$ cat config.mk
export PLATFORM = sky130hd
export DESIGN_NAME = eth_tx_framer
export DESIGN_NICKNAME = d
export VERILOG_FILES = /design/src/rtl/eth_framer_pkg.sv /design/src/rtl/stream_fifo_fwft.sv /design/src/rtl/eth_tx_framer.sv
export SDC_FILE = /design/constraint.sdc
export NUM_CORES = 2
export LEC_CHECK = 0
export ABC_AREA = 0
export CORE_UTILIZATION = 50
export CTS_CLUSTER_SIZE = 8
export DETAILED_ROUTE_END_ITERATION = 12
export PLACE_DENSITY_LB_ADDON = 0.3
export SLEW_MARGIN = 20
export SYNTH_ARGS = -nofsm -noshare
export SYNTH_HDL_FRONTEND = slang
export SYNTH_HIERARCHICAL = 1
export SYNTH_SLANG_ARGS = --single-unit
$ cat constraint.sdc
create_clock -name CLK -period 5.2 [get_ports CLK]
set_input_delay 1.04 -clock CLK [delete_from_list [all_inputs] [get_ports CLK]]
set_output_delay 1.04 -clock CLK [all_outputs]
set_load 0.01 [all_outputs]
$ cat src/rtl/eth_framer_pkg.sv
// Shared definitions for the Ethernet TX framer: header layout, FSM states
// and the header builder.
package eth_framer_pkg;

    localparam logic [15:0] HDR_MAGIC = 16'hB1AD;
    localparam int SEQ_W   = 8;
    localparam int LEN_W   = 8;
    localparam int LEN_OFF = 0;
    localparam int SEQ_OFF = LEN_OFF + LEN_W;
    localparam int MAG_OFF = SEQ_OFF + SEQ_W;

    typedef enum logic [1:0] {IDLE, HEADER, PAYLOAD} fsm_state_t;

    function automatic logic [31:0] make_header(input logic [SEQ_W-1:0] seq,
                                                input logic [LEN_W-1:0] len);
        logic [31:0] h;
        h = '0;
        h[MAG_OFF +: 16]    = HDR_MAGIC;
        h[SEQ_OFF +: SEQ_W] = seq;
        h[LEN_OFF +: LEN_W] = len;
        return h;
    endfunction

endpackage

$ cat src/rtl/stream_fifo_fwft.sv
// Synchronous first-word-fall-through FIFO; rd_data always shows the head entry.
module stream_fifo_fwft #(
    parameter int DATA_W     = 32,
    parameter int FIFO_DEPTH = 64
) (
    input  logic                        clk,
    input  logic                        rst,
    input  logic                        wr_en,
    input  logic [DATA_W-1:0]           wr_data,
    input  logic                        rd_en,
    output logic [DATA_W-1:0]           rd_data,
    output logic                        full,
    output logic [$clog2(FIFO_DEPTH):0] level
);

    localparam int AW = $clog2(FIFO_DEPTH);

    logic [DATA_W-1:0] mem [FIFO_DEPTH];
    logic [AW-1:0]     wr_ptr;
    logic [AW-1:0]     rd_ptr;
    logic              do_wr;
    logic              do_rd;

    assign full    = (level == (AW+1)'(FIFO_DEPTH));
    assign do_rd   = rd_en && (level != '0);
    // A pop in the same cycle frees the slot, so a full FIFO can still take a word.
    assign do_wr   = wr_en && (!full || do_rd);
    assign rd_data = mem[rd_ptr];

    always_ff @(posedge clk) begin
        if (do_wr) mem[wr_ptr] <= wr_data;
    end

    always_ff @(posedge clk) begin
        if (rst) begin
            wr_ptr <= '0;
            rd_ptr <= '0;
            level  <= '0;
        end else begin
            if (do_wr) wr_ptr <= wr_ptr + 1'b1;
            if (do_rd) rd_ptr <= rd_ptr + 1'b1;
            case ({do_wr, do_rd})
                2'b10:   level <= level + 1'b1;
                2'b01:   level <= level - 1'b1;
                default: level <= level;
            endcase
        end
    end

endmodule

$ cat src/rtl/eth_tx_framer.sv
// Buffers an input word stream and emits header-prefixed frames, flushing a
// short frame when the input stays below a full payload for TIMEOUT cycles.
module eth_tx_framer
    import eth_framer_pkg::*;
#(
    parameter int DATA_W        = 32,
    parameter int FIFO_DEPTH    = 64,
    parameter int PAYLOAD_WORDS = 32,
    parameter int TIMEOUT       = 1024
) (
    input  logic                        CLK,
    input  logic                        MIB_MASTER_RESET,
    input  logic [DATA_W-1:0]           t0_data,
    input  logic                        t0_valid,
    output logic                        t0_ready,
    output logic [DATA_W-1:0]           i0_data,
    output logic                        i0_valid,
    input  logic                        i0_ready,
    output logic                        i0_last,
    output logic [15:0]                 frame_count,
    output logic [$clog2(FIFO_DEPTH):0] fifo_level
);

    localparam int LW = $clog2(FIFO_DEPTH) + 1;
    localparam int TW = $clog2(TIMEOUT) + 1;
    localparam logic [LW-1:0] FULL_LVL = LW'(PAYLOAD_WORDS);
    localparam logic [TW-1:0] TMO_MAX  = TW'(TIMEOUT - 1);

    fsm_state_t        state;
    logic [SEQ_W-1:0]  seq;
    logic [LEN_W-1:0]  len;
    logic [LEN_W-1:0]  remaining;
    logic [TW-1:0]     timer;
    logic [DATA_W-1:0] hdr_q;
    logic [DATA_W-1:0] fifo_head;
    logic              fifo_full;
    logic              wr_en;
    logic              rd_en;

    assign t0_ready = !fifo_full;
    assign wr_en    = t0_valid && t0_ready;
    assign rd_en    = (state == PAYLOAD) && i0_valid && i0_ready;
    assign i0_data  = (state == PAYLOAD) ? fifo_head : hdr_q;

    stream_fifo_fwft #(
        .DATA_W     (DATA_W),
        .FIFO_DEPTH (FIFO_DEPTH)
    ) u_fifo (
        .clk     (CLK),
        .rst     (MIB_MASTER_RESET),
        .wr_en   (wr_en),
        .wr_data (t0_data),
        .rd_en   (rd_en),
        .rd_data (fifo_head),
        .full    (fifo_full),
        .level   (fifo_level)
    );

    always_ff @(posedge CLK) begin
        if (MIB_MASTER_RESET) begin
            state       <= IDLE;
            seq         <= '0;
            len         <= '0;
            remaining   <= '0;
            timer       <= '0;
            hdr_q       <= '0;
            frame_count <= '0;
            i0_valid    <= 1'b0;
            i0_last     <= 1'b0;
        end else begin
            case (state)
                IDLE: begin
                    // Full frame has priority over a timeout flush in the same cycle.
                    if (fifo_level >= FULL_LVL) begin
                        len      <= LEN_W'(PAYLOAD_WORDS);
                        hdr_q    <= make_header(seq, LEN_W'(PAYLOAD_WORDS));
                        i0_valid <= 1'b1;
                        timer    <= '0;
                        state    <= HEADER;
                    end else if (fifo_level != '0 && timer == TMO_MAX) begin
                        len      <= LEN_W'(fifo_level);
                        hdr_q    <= make_header(seq, LEN_W'(fifo_level));
                        i0_valid <= 1'b1;
                        timer    <= '0;
                        state    <= HEADER;
                    end else if (fifo_level == '0) begin
                        timer <= '0;
                    end else if (timer != TMO_MAX) begin
                        timer <= timer + 1'b1;
                    end
                end
                HEADER: begin
                    if (i0_ready) begin
                        remaining <= len;
                        i0_last   <= (len == LEN_W'(1));
                        state     <= PAYLOAD;
                    end
                end
                PAYLOAD: begin
                    if (i0_ready) begin
                        if (remaining == LEN_W'(1)) begin
                            i0_valid    <= 1'b0;
                            i0_last     <= 1'b0;
                            frame_count <= frame_count + 1'b1;
                            seq         <= seq + 1'b1;
                            state       <= IDLE;
                        end else begin
                            remaining <= remaining - 1'b1;
                            i0_last   <= (remaining == LEN_W'(2));
                        end
                    end
                end
                default: state <= IDLE;
            endcase
        end
    end

endmodule

**Word level (Yosys, flattened, before mapping)**

Memories as Yosys holds them, arrays and structs flattened. A register that Yosys moved wholly into a read port is not among the register bits.
Index checks and enable logic that the tools add are counted.
W data, S select, Z words.

- Bits in registers: 106
- Bits in writable memories: 2048
- Logic and storage cells: 93
- Memories kept: 1

Memories:

| name | depth | width | read ports | clocked after memory_dff | wr ports | RTL line | RTL |
|---|---|---|---|---|---|---|---|
| u_fifo.mem | 64 | 32 | 1 | 1 | 1 | stream_fifo_fwft.sv:18 | `logic [DATA_W-1:0] mem [FIFO_DEPTH];` |

- Add/sub/neg operators: 8
- $lt $le $gt $ge: 1
- Equality and inequality tests: 15
- Multiplexer cells: 33
- Reduce and logical (&&, ||, !) cells: 23

Operators with widths:

| cell | number |
|---|---|
| $mux W32 | 3 |
| $mux W11 | 4 |
| $mux W8 | 5 |
| $add A16 B1 Y16 const B | 1 |
| $eq A8 B1 Y1 const B | 2 |
| $pmux W8 S2 | 1 |
| $pmux W7 S2 | 1 |
| $add A6 B1 Y6 const B | 2 |
| $mux W6 | 2 |
| $reduce_and A4 Y1 | 3 |
| $add A11 B1 Y11 const B | 1 |
| $eq A11 B10 Y1 const B | 1 |
| $ne A11 B10 Y1 const B | 1 |
| $mux W2 | 5 |
| $mux W1 | 9 |
| $add A8 B1 Y8 const B | 1 |
| $eq A8 B2 Y1 const B | 1 |
| $reduce_bool A2 Y1 | 4 |
| $sub A8 B1 Y8 const B | 1 |
| $add A7 B1 Y7 const B | 1 |
| $eq A7 B7 Y1 const B | 1 |
| $ge A7 B6 Y1 const B | 1 |
| $logic_not A7 Y1 | 1 |
| $reduce_bool A7 Y1 | 1 |
| other kinds (15) | 27 |

**Longest topological paths before layout**

- Word-level depth: 8
- Gate-level depth with buffers: 13
- Mapped depth without buffers: 13

**Modules after synthesis**

Netlist, hierarchy kept.

By module, submodules not included:

| module | instances | cells an instance | area an instance (sq um) | seq. area each (sq um) |
|---|---|---|---|---|
| stream_fifo_fwft | 1 | 3450 | 78886.9 | 61999.5 |
| eth_tx_framer | 1 | 453 | 3575.9 | 1261.2 |

**Worst setup path after synthesis**

Ideal clock, no wire load.

- Path kind: input to register
- From: in i0_ready
- To: mem u_fifo.mem[61][0], enable pin
- Setup time: 0.421 ns
- Data arrival time: 3.850 ns
- Data required time: 4.779 ns
- Slack: 0.928 ns
- Stages: 7
- Buffers on the path: 1
- Cell sequence: clkbuf_1 -> and3b_1 -> and2_1 -> o41ai_4 -> nor2_1 -> nand2_1 -> nor2_1

- Cells in the longest elaborated chain, start to end: 6

Ends and longest elaborated chain:

| item | RTL line | RTL |
|---|---|---|
| from (decl) | eth_tx_framer.sv:18 | `input logic i0_ready,` |
| $logic_and A1 B1 Y1 | eth_tx_framer.sv:42 | `assign rd_en = (state == PAYLOAD) && i0_valid && i0_ready;` |
| net rd_en | eth_tx_framer.sv:38 | `logic rd_en;` |
| $logic_and A1 B1 Y1 | stream_fifo_fwft.sv:25 | `assign do_rd = rd_en && (level != '0);` |
| $logic_or A1 B1 Y1 | stream_fifo_fwft.sv:27 | `assign do_wr = wr_en && (!full \|\| do_rd);` |
| $logic_and A1 B1 Y1 | stream_fifo_fwft.sv:27 |  |
| $mux W1 | stream_fifo_fwft.sv:31 | `if (do_wr) mem[wr_ptr] <= wr_data;` |
| $mux W1 (implied by the code) | stream_fifo_fwft.sv:31 |  |
| to (decl) | stream_fifo_fwft.sv:18 |  |

The timed path passes the listed nets, and every way through them passes these cells.

==> out/qor.csv <==
metric;value;unit
Final period util;98.9;%
clk buf depth;4;
Crit path largest cell delay;590;ps
# rows;148;
Iteration-0 DRC Markers;5269;
clk root buf;clkbuf_16;
Final Max Slew Viols;0;
clk_lat worst skew;930;ps
CTS tree;done;
HPWL Detailed;119000;um
largest net degree at the start of global routing;84;
hold endpoint;timer[10]$_SDFFE_PP0P_;
Hold Path Cell Cnt;1;
CP Max Fanout;19;
CP max stage cell;dfxtp_4;
WP data required;4160;ps
register area share after synthesis;76.7;%
M1 WL;82300;um
initial antenna violation count;5;
Die Ht;408;um
routed wl met3;20000;um
Pwr Density;384;nW/um^2
area of the mapped netlist;82500;sq um
Final setup viols;0;
max_slew headroom;27.6;%
Tightest Hold Check Type;flop to flop;
yosys synthesis warning count;6;
Comb power frac;1.4;%
Filler Cells Inserted;11434;
Top-Level Pins;94;
Critical Path Sink Type;output pin;
multi-input logic area;18900;sq um
Peak VDD IR;341;uV
Max Fclk;0.194;GHz
hold buffer count at CTS;0;
first-pass GRT wire length;305000;um
vias post-DR;42544;
WS Path Type;flop to output pin;
post-synthesis register bit count;2136;
worst setup margin;56.6;ps
vias in the first global route;42920;
design area;96800;sq um
layout cell share with drive strength beyond 1;28.8;%
synth-to-layout area growth;17.4;%
predominant post-synthesis flop cell;edfxtp_1;
clk slew on worst S/H paths;50;ps
Die W;408;um
register area;63300;sq um
Post-synth EDFFs;2048;
min-delay src;timer[10]$_SDFFE_PP0P_;
met2 WL;103000;um
final wirelength;212000;um
most frequent cell after synthesis;edfxtp_1;
ANT nets after route;0;
gr ovfl total;0;
CTS H-tree lvls;5;
status;complete, no violations;
Net Sw Power;0.00715;W
commonest cells in the netlist;edfxtp_1 (2048), mux4_2 (512), nor2_1 (152);
worst slew pin tran;1080;ps
Setup Skew;88.7;ps
max_cap viols;0;
fin crit period;5140;ps
Fin. Hold Viols;0;
Syn Area/Cell;21.1;sq um
CTS Buf Count;317;
synth top area cells;edfxtp_1 (75%), mux4_2 (14%), dfxtp_1 (2.1%), mux2i_1 (1.2%), a21oi_1 (0.75%);
I/O Buffers;93;
unrepaired setup endpoints after global routing;yes;
async set or reset register ratio after synthesis;0;%
core area;163000;sq um
crit-path cells;buf_4, or3_1, o221ai_1, a21oi_2, a21oi_1, a221oi_2, nand2_2, nand2_1, clkdlybuf4s50_1;
Via density;6.50;
sequential group share of total power;51.1;%
Starting Density;50.5;%
r2r setup slk;1530;ps
Cell Int Power;0.0300;W
total die area;167000;sq um
Synth top area share;74.6;%
Post-Place Worst Slack;247;ps
Switching Fraction;19.3;%
drt first pass iters;6;
Post-DP Area;87800;sq um
Yosys cell types;74;
Synthesized Nets;3953;
Max Used Layer;met5;
Total GRT Usage;25.5;%
static leakage;29.7;nW
RR Startpoint;state[1]$_SDFFE_PP0P_;
CP startpoint kind;flop;
Clk pwr share;47.5;%
nets;4373;
placer congestion estimate;0.815;
R2R cell count;7;
DRC viols;0;
largest area contributor in the netlist;edfxtp_1;
Synth Instances;3903;
wire per inst;32.3;um
Arr. time, crit path;4100;ps
Worst R2R End;u_fifo/mem[44][14]$_DFFE_PP_;
CTS Sinks;2136;
-- power by group through the flow --
stage | logic (W) | registers [W] | clock network (W)
global route | 0.000572 | 0.0189 | 0.0185
finish | 0.000535 | 0.0190 | 0.0176
floorplan | 0.000140 | 0.0193 | 0
global placement | 0.000502 | 0.0193 | 0
detailed placement | 0.000522 | 0.0193 | 0
CTS | 0.000527 | 0.0190 | 0.0179
-- metal layers --
layer | track usage (%) | vias to the layer above
met4 | 8.15 | 8
li1 | - | 17166
met1 | 35.7 | 22566
met2 | 40.7 | 2384
met5 | 0 | -
met3 | 4.71 | 420
-- critical path: cells and delay by family (launching register included) --
kind,cells,cell delay (ps)
compound gates,4,980
flops,1,590
buf+inv,2,900
simple gates,3,720
-- final cells by class --
cell class | count | share of cell area, %
sequential | 2136 | 65.4
multi-input combinational | 1525 | 19.5
clock buffer | 357 | 8.51
timing repair buffer | 318 | 3.63
tap | 2175 | 2.81
inverter | 25 | 0.0970
clock inverter | 7 | 0.0776
antenna | 1 | 0.00259
-- sequential cells by signal (all words and copies together), names as in the netlist, 7 cells and up, named ones only --
register	count
u_fifo/level	7
timer	11
frame_count	16
u_fifo/mem	2048
seq	8
hdr_q	10
remaining	8
-- kinds of logic (layout without fill, tap and decap cells) --
logic type | Yosys count | in the layout | synth area share (%)
buf+inv | 242 | 707 | 1.31
mux | 609 | 609 | 15.2
compound gates | 442 | 442 | 3.71
flops | 2136 | 2136 | 76.7
fa+ha+maj | 14 | 14 | 0.222
simple gates | 442 | 442 | 2.69
other cells | 0 | 1 | 0
xor+xnor | 18 | 18 | 0.191
-- worst max-delay path by stage --
stage	start	endpoint	slack (ps)	depth (start not counted)
after floorplan	i0_ready	u_fifo/mem[61][0]$_DFFE_PP_	930	7
after global placement	flop	i0_data[22]	240	9
after detailed placement	flop	i0_data[22]	250	9
after CTS	flop	i0_data[22]	-10	9
after global routing	flop	i0_data[22]	-20	9
final	flop	i0_data[0]	60	9
-- placed cells by master, fill, tap and decap left out, drive strengths merged, types with 41 or more instances in the layout --
cell type and instances:
o21ai 45, a22o 41, o22ai 55, clkbuf 359, a221oi 55, mux4 512
mux2i 95, clkdlybuf4s50 59, a21oi 123, buf 255, nand2 96, edfxtp 2048
nor2 153, dfxtp 88
-- repair_timing --
| item | 4_1_cts | 5_1_grt |
|---|---|---|
| cloned | 1 | 2 |
| setup endpoints to repair | 29 | 25 |
| pin swaps | 1 | 2 |
| resized for setup | 45 | 39 |
| buffers inserted | 12 | 2 |
-- metrics by stage --
step	total power [W]	instances	TNS (ps)	util, %	hold slack, ps
2_1_floorplan	0.0194	3903	0	-	432
3_3_place_gp	0.0198	6162	0	53.8	445
3_5_place_dp	0.0198	6162	0	53.8	461
4_1_cts	0.0374	6539	-26.1	59.1	471
5_1_grt	0.0381	6543	-30.5	59.3	490
6_report	0.0371	6544	0	59.3	471
Note: power is estimated with default switching activity, not from simulation.
